$ cat src/rtl/multicycle_sequencer_pkg.sv
// Shared definitions for the multi-cycle sequencer: FSM states, opcodes and
// opcode classification helpers.
package multicycle_sequencer_pkg;

  typedef enum logic [2:0] {
    S_IDLE,
    S_FETCH,
    S_DECODE,
    S_EXEC,
    S_MEM,
    S_WB,
    S_HALT,
    S_FAULT
  } state_t;

  localparam logic [2:0] kST   = 3'b010;
  localparam logic [2:0] kLD   = 3'b011;
  localparam logic [2:0] kHALT = 3'b100;
  localparam logic [2:0] kCMP  = 3'b101;
  localparam logic [2:0] kJ    = 3'b110;
  localparam logic [2:0] kBRE  = 3'b111;

  // R-type covers both 000 and 001.
  function automatic logic is_rtype(input logic [2:0] op);
    return op[2:1] == 2'b00;
  endfunction

  // Instructions that finish with a register write-back.
  function automatic logic needs_wb(input logic [2:0] op);
    return is_rtype(op) || (op == kCMP);
  endfunction

endpackage

$ cat src/rtl/multicycle_sequencer_sat_counter.sv
// Saturating up-counter with synchronous clear; holds at all-ones instead of
// wrapping.
module sat_counter #(
  parameter int CNT_W = 16
) (
  input  logic             clk,
  input  logic             rst_n,
  input  logic             clr,
  input  logic             inc,
  output logic [CNT_W-1:0] count
);

  localparam logic [CNT_W-1:0] ONE = {{(CNT_W-1){1'b0}}, 1'b1};

  always_ff @(posedge clk or negedge rst_n) begin
    if (!rst_n) begin
      count <= '0;
    end else if (clr) begin
      count <= '0;
    end else if (inc && (count != '1)) begin
      count <= count + ONE;
    end
  end

endmodule

$ cat src/rtl/multicycle_sequencer.sv
// Multi-cycle control FSM: steps each instruction through FETCH/DECODE/EXEC/
// MEM/WB, runs the data-memory req/ack handshake with timeout, keeps counters.
module multicycle_sequencer
  import multicycle_sequencer_pkg::*;
#(
  parameter int IW          = 9,
  parameter int MEM_TIMEOUT = 15,
  parameter int CNT_W       = 16
) (
  input  logic             Clk,
  input  logic             Reset_n,
  input  logic             start,
  input  logic [IW-1:0]    inst,
  input  logic             zero,
  input  logic             mem_ack,
  output logic             ir_load,
  output logic             pc_en,
  output logic             branch_en,
  output logic             jump_en,
  output logic             reg_we,
  output logic             mem_req,
  output logic             mem_we,
  output logic             busy,
  output logic             halted,
  output logic             fault,
  output logic [CNT_W-1:0] cycle_count,
  output logic [CNT_W-1:0] inst_count
);

  localparam logic [7:0] TMO_LAST = 8'(MEM_TIMEOUT - 1);

  state_t     state_reg, state_next;
  logic [2:0] op_reg;
  logic [7:0] tmo_reg, tmo_next;
  logic [2:0] inst_op;
  logic       retire;
  logic       cnt_clr;
  logic       unused_inst_bits;

  assign inst_op          = inst[IW-1 -: 3];
  assign unused_inst_bits = ^inst[IW-4:0];

  always_ff @(posedge Clk or negedge Reset_n) begin
    if (!Reset_n) begin
      state_reg <= S_IDLE;
      op_reg    <= 3'b000;
      tmo_reg   <= 8'd0;
    end else begin
      state_reg <= state_next;
      tmo_reg   <= tmo_next;
      if (state_reg == S_DECODE) begin
        op_reg <= inst_op;
      end
    end
  end

  always_comb begin
    state_next = state_reg;
    tmo_next   = 8'd0;
    ir_load    = 1'b0;
    pc_en      = 1'b0;
    branch_en  = 1'b0;
    jump_en    = 1'b0;
    reg_we     = 1'b0;
    mem_req    = 1'b0;
    mem_we     = 1'b0;
    retire     = 1'b0;
    cnt_clr    = 1'b0;

    unique case (state_reg)
      S_IDLE: begin
        if (start) begin
          state_next = S_FETCH;
          cnt_clr    = 1'b1;
        end
      end
      S_FETCH: begin
        ir_load    = 1'b1;
        state_next = S_DECODE;
      end
      S_DECODE: begin
        state_next = (inst_op == kHALT) ? S_HALT : S_EXEC;
      end
      S_EXEC: begin
        if (needs_wb(op_reg)) begin
          state_next = S_WB;
        end else if ((op_reg == kLD) || (op_reg == kST)) begin
          state_next = S_MEM;
        end else begin
          // Control transfer: kJ or kBRE, both retire here.
          pc_en      = 1'b1;
          jump_en    = (op_reg == kJ);
          branch_en  = (op_reg == kBRE) && zero;
          retire     = 1'b1;
          state_next = S_FETCH;
        end
      end
      S_MEM: begin
        mem_req = 1'b1;
        mem_we  = (op_reg == kST);
        // An ack on the last allowed cycle takes priority over the timeout.
        if (mem_ack) begin
          if (op_reg == kST) begin
            pc_en      = 1'b1;
            retire     = 1'b1;
            state_next = S_FETCH;
          end else begin
            state_next = S_WB;
          end
        end else if (tmo_reg == TMO_LAST) begin
          state_next = S_FAULT;
        end else begin
          tmo_next = tmo_reg + 8'd1;
        end
      end
      S_WB: begin
        reg_we     = 1'b1;
        pc_en      = 1'b1;
        retire     = 1'b1;
        state_next = S_FETCH;
      end
      S_HALT: begin
        if (start) begin
          state_next = S_FETCH;
        end
      end
      S_FAULT: begin
        state_next = S_FAULT;
      end
      default: begin
        state_next = S_IDLE;
      end
    endcase
  end

  assign busy   = (state_reg != S_IDLE) && (state_reg != S_HALT) && (state_reg != S_FAULT);
  assign halted = (state_reg == S_HALT);
  assign fault  = (state_reg == S_FAULT);

  sat_counter #(.CNT_W(CNT_W)) u_cycle_cnt (
    .clk   (Clk),
    .rst_n (Reset_n),
    .clr   (cnt_clr),
    .inc   (busy),
    .count (cycle_count)
  );

  sat_counter #(.CNT_W(CNT_W)) u_inst_cnt (
    .clk   (Clk),
    .rst_n (Reset_n),
    .clr   (cnt_clr),
    .inc   (retire),
    .count (inst_count)
  );

endmodule

$ cat config.mk
export PLATFORM = sky130hd
export DESIGN_NAME = multicycle_sequencer
export DESIGN_NICKNAME = d
export VERILOG_FILES = /design/src/rtl/multicycle_sequencer_pkg.sv /design/src/rtl/multicycle_sequencer_sat_counter.sv /design/src/rtl/multicycle_sequencer.sv
export SDC_FILE = /design/constraint.sdc
export NUM_CORES = 1
export LEC_CHECK = 0
export ABC_AREA = 1
export ABC_CLOCK_PERIOD_IN_PS = 3500
export BUFFER_PORTS_ARGS = -buffer_cell sky130_fd_sc_hd__buf_2
export CAP_MARGIN = 20
export CORE_UTILIZATION = 30
export CTS_CLUSTER_SIZE = 20
export DETAILED_ROUTE_END_ITERATION = 16
export SYNTH_ARGS = -nofsm -noshare
export SYNTH_HDL_FRONTEND = slang
export SYNTH_SLANG_ARGS = --single-unit
export TNS_END_PERCENT = 20
$ cat constraint.sdc
create_clock -name Clk -period 3.5 [get_ports Clk]
set_clock_uncertainty 0.15 [all_clocks]
set_input_delay 0.875 -clock Clk [delete_from_list [all_inputs] [get_ports Clk]]
set_output_delay 0.875 -clock Clk [all_outputs]
set_load 0.01 [all_outputs]
Yosys cells after proc, flatten, opt, wreduce, memory -nomap -nowiden. Index checks and enable logic that the tools add are counted.

Reductions and logical operators: 14. Equality and inequality tests: 20. $add $sub $neg: 3. Muxes and demuxes: 32.

Operators by type and width (number): 16-bit two-way mux (4); 16-bit by 1-bit adder with 16-bit output, second input constant (2); 16-bit != test, second input constant (2); 3-bit == test, second input constant (8); 8-bit two-way mux (3); 3-bit two-way mux (7); 3-bit case mux with 7 select lines (1); 1-bit two-way mux (16); 3-bit by 2-bit == test with 1-bit output, second input constant (4); 3-bit != test, second input constant (3); 8-bit by 1-bit adder with 8-bit output, second input constant (1); 8-bit by 4-bit == test with 1-bit output, second input constant (1); 1-bit logical AND (5); 2-bit nonzero test (2); 3-bit by 1-bit == test with 1-bit output, second input constant (1); 3-bit zero test (1); 1-bit case mux with 3 select lines (1); 3-bit nonzero test (1); 2-bit zero test (1); 1-bit logical OR (2); 2-bit by 1-bit != test with 1-bit output, second input constant (1); 2-bit AND reduction (1); 2-bit OR reduction (1).

Register bits: 46. Bits of input ports: 14. Logic and storage cells: 74.

Longest topological paths before layout.
Depth in word-level cells: 8. Depth in mapped cells: 11. Depth with buffers taken out: 10.

Modules after synthesis. From an unflattened synthesis, not the netlist that was laid out.

Cells, all modules: 406. Area, all modules: 2927.8 µm².

Modules (own cells, without submodules): sat_counter (cells each 144, area an instance 1037.2 µm², times used 2); multicycle_sequencer (cells each 118, area an instance 853.3 µm², times used 1).

Worst setup path before layout. Ideal clock, no wire load.

Kind: in2out. Start point: in mem_ack. End point: out pc_en. Slack: 1278 ps. Buffers on the path: 0. Stages on the path: 4. Arrival: 1197 ps. Cells stage by stage: nand3_1 -> inv_1 -> nand2_1 -> nand2_2.

Longest elaborated chain between the ends: 2.

RTL lines: start: declaration (RTL line multicycle_sequencer.sv:15) `input logic mem_ack,`; 1-bit two-way mux (RTL line multicycle_sequencer.sv:102) `if (mem_ack) begin`; 1-bit case mux with 3 select lines (RTL line multicycle_sequencer.sv:70) `unique case (state_reg)`; end: declaration (RTL line multicycle_sequencer.sv:17) `output logic pc_en,`.

Every way passes these cells.

Worst setup path in the final report.
Start point: reg state_reg[1]. End point: out pc_en.

Longest elaborated chain between the ends: 2. Elaborated cells between the ends (all ways): 4. Classes of those cells: eq/ne (3); mux (1).

RTL lines: start: declaration (RTL line multicycle_sequencer.sv:32) `state_t state_reg, state_next;`; start signal: assignment (RTL line multicycle_sequencer.sv:49) `state_reg <= state_next;`; 3-bit == test or 3-bit by 2-bit == test with 1-bit output (tied branches) (RTL line multicycle_sequencer.sv:70); 1-bit case mux with 3 select lines (*) (RTL line multicycle_sequencer.sv:70).

Every way passes the cells marked *; elsewhere a longest branch is shown, timed or not.

==> key figures <==
Status
  – Status: complete, no violations

Finish
  – Net count, final: between 400 and 500
  – Fillers: about 1000
  – Diodes inserted: 0
  – Final core utilization: 36.2%
  – Reg area: between 1000 and 1500 um2
  – Commonest non-fill, non-tap cell in the layout: nand2_1
  – Synthesis-to-finish area growth: 16.0%
  – Commonest cells after routing, fill and taps aside: 139 x nand2_1, 58 x nor2_1, 49 x buf_2
  – Share of cells above drive strength 1: 16.5%
  – Area of the multi-input gates: about 1500 um2

Clock tree
  – CTS tree: built
  – Root Driver: clkbuf_8
  – Post-CTS Hold Buffers: 0
  – Num CTS Buffers: 5
  – Setup Buffers After CTS: 0
  – CTS Sinks: between 40 and 50
  – Clk_lat worst skew: around 0.30 ns
  – Clk buf depth: 2
  – CTS H-tree depth: 2
  – Post-CTS Resized: 0
  – Clock slew at reported path FFs: approximately 0.080 ns

Floorplanning
  – Die width: 100 um
  – Die H: about 100 um
  – Starting Density: a little under a third
  – Row count: 35
  – Top-Level Pins: 56
  – CORE AREA: 9330 um2
  – Die ar.: a little over 10000 um2

Logic synthesis
  – Sequential share of the synthesized area: approximately two fifths
  – Syn Inst Count: between 400 and 500
  – Largest cells by area after synthesis: dfrtp_1 40%, nand2_1 18%, nor2_1 7.5%
  – Post-synth top flop: dfrtp_1
  – Area leader, netlist: dfrtp_1
  – Post-synth ARST share: 100%
  – Synthesized Nets: between 400 and 500
  – Avg Inst Size Synth: approximately 7.0 um2
  – Post-synth EDFFs: 0
  – Synth cell types: 29
  – Ys Warns: 0
  – Post-synthesis register bit count: 46
  – Post-synth top area share: approximately 40%
  – Netlist Area Pre-Place: a little under 3000 um2

STA
  – Slew Limit Fails: 0
  – Slew Limit Headroom: approximately 63%
  – Setup TNS: 0 ns
  – Final Hold Viols: 0
  – Fmax: 393 MHz
  – Fin crit share: around 73%
  – Tmin final: about 2.5 ns
  – Worst-margin pin slew: between 0.5 and 0.6 ns
  – Final Setup Violations: 0
  – RSZ-0062 raised after global routing: false

GRT
  – Global-route wire length before repair: about 11000 um
  – Largest net degree at the start of global routing: 34
  – Total Routing Usage GR: between 10 and 15%
  – Initial antenna violation count: 0
  – Grt ovf: 0
  – Vias in the first global route: approximately 2500

Place
  – Final estimated routing congestion in global placement: roughly 0.86
  – Port bufs: 49
  – HPWL after detailed placement: approximately 5000 um

Power
  – Flop pwr share: 40.0%
  – Power Dens Cells: approximately 530 nW/um2
  – Psw: about 0.74 mW
  – Internal Pwr Total: 1.05 mW
  – Clk pwr share: between 20% and 30%
  – P_leak: approximately 1.8 nW
  – Maximum vdd drop: between 0.15 and 0.2 mV
  – Combinational power share: between 30% and 40%
  – Net Sw Frac: around two fifths

Critical path
  – CP Data Arrival Time: roughly 1.5 ns
  – Critical path peak fanout: 6
  – CP startpoint kind: register
  – Critical path class: register to output port
  – Setup crit end kind: output port
  – CP required: roughly 2.5 ns

Drt
  – Antenna Nets Post-Route: 0
  – Routed length per placed instance: around 11 um
  – DR vias: between 2000 and 3000
  – DR pass1 iterations: 4
  – Via/cell ratio: 4.72
  – # DRC: 0
  – DR iter-0 viols: approximately 180
  – WL final: slightly below 7000 um

Flow run
  – Max Cap Viol: 0

Worst hold path
  – Worst Hold Class: register to register
## cells in the mapped netlist (4+ instances only)
| library cell | count |
|---|---|
| nand3_1 | 41 |
| inv_1 | 40 |
| xor2_1 | 8 |
| nand2_1 | 139 |
| nand4_1 | 20 |
| o21ai_0 | 11 |
| o21bai_1 | 6 |
| nor2_2 | 4 |
| nor3_1 | 5 |
| nor2_1 | 58 |
| dfrtp_1 | 46 |
| ha_1 | 4 |
| a21oi_1 | 4 |
## layer usage
| layer | GRT usage, % | vias to the layer above | wire length, um |
|---|---|---|---|
| met5 | 0 | - | 0 |
| met4 | 3.68 | 0 | 76 |
| met3 | 2.64 | 6 | 335 |
| met2 | 23.4 | 63 | 3100 |
| met1 | 18.7 | 1315 | 3230 |
| li1 | - | 1427 | - |
## final timing paths
kind                                                       from                          endpoint  slack, ns  cells past startpoint
min in group asynchronous                               Reset_n             op_reg[1]$_DFFE_PN0N_       0.38                      1
worst max register to register  u_inst_cnt.count[0]$_DFFE_PN0P_  u_inst_cnt.count[15]$_DFFE_PN0P_       1.44                      8
worst max-delay path                   state_reg[1]$_DFFE_PN0P_                             pc_en       0.96                      6
worst min register to register             tmo_reg[0]$_DFF_PN0_              tmo_reg[0]$_DFF_PN0_       0.34                      1
max in group asynchronous                               Reset_n  u_cycle_cnt.count[6]$_DFFE_PN0P_       2.09                      2
worst min-delay path                       tmo_reg[0]$_DFF_PN0_              tmo_reg[0]$_DFF_PN0_       0.34                      1
## critical path, stage by stage, from the launching register on
cell	delay, ns
dfrtp_1	0.43
inv_1	0.13
nand2_2	0.08
nor2_2	0.16
nand2_1	0.09
nand2_2	0.16
buf_2	0.17
## power by group through the flow
| stage | Combinational (mW) | Clock [mW] | Sequential [mW] |
|---|---|---|---|
| after CTS | 0.680 | 0.420 | 0.716 |
| after detailed placement | 0.681 | 0 | 0.726 |
| after floorplan | 0.537 | 0 | 0.716 |
| after global placement | 0.677 | 0 | 0.724 |
| after global routing | 0.773 | 0.444 | 0.733 |
| final | 0.669 | 0.405 | 0.716 |
## through the flow
step                cell area (um2)  power (mW)  setup slack [ns]  cells  hold WS [ns]
floorplan                      2910        1.25              1.28    416         0.301
global placement               3260        1.40             0.971    588         0.323
detailed placement             3260        1.41             0.981    588         0.332
CTS                            3380        1.82             0.973    595         0.344
global route                   3380        1.95             0.809    595         0.361
finish                         3380        1.79             0.959    595         0.341
## final cells by class
class | count | share of cell area (%)
Timing Repair Buffer | 51 | 7.71
Sequential cell | 46 | 34.1
Clock inverter | 1 | 0.889
Clock buffer | 6 | 2.45
Tap cell | 129 | 4.78
Multi-Input combinational cell | 319 | 45.3
Inverter | 43 | 4.78
## kinds of logic after synthesis
kind of cell / after synthesis / share of synthesized area, %
xor gates and xnor gates: 11 / 3.31
and+or+nand+nor: 281 / 42.9
buffers and inverters: 51 / 7.87
DFF: 46 / 39.6
adders and majority gates: 4 / 1.72
AOI/OAI and AO/OA: 23 / 4.64
No activity file was read; power rests on OpenSTA's default activity.
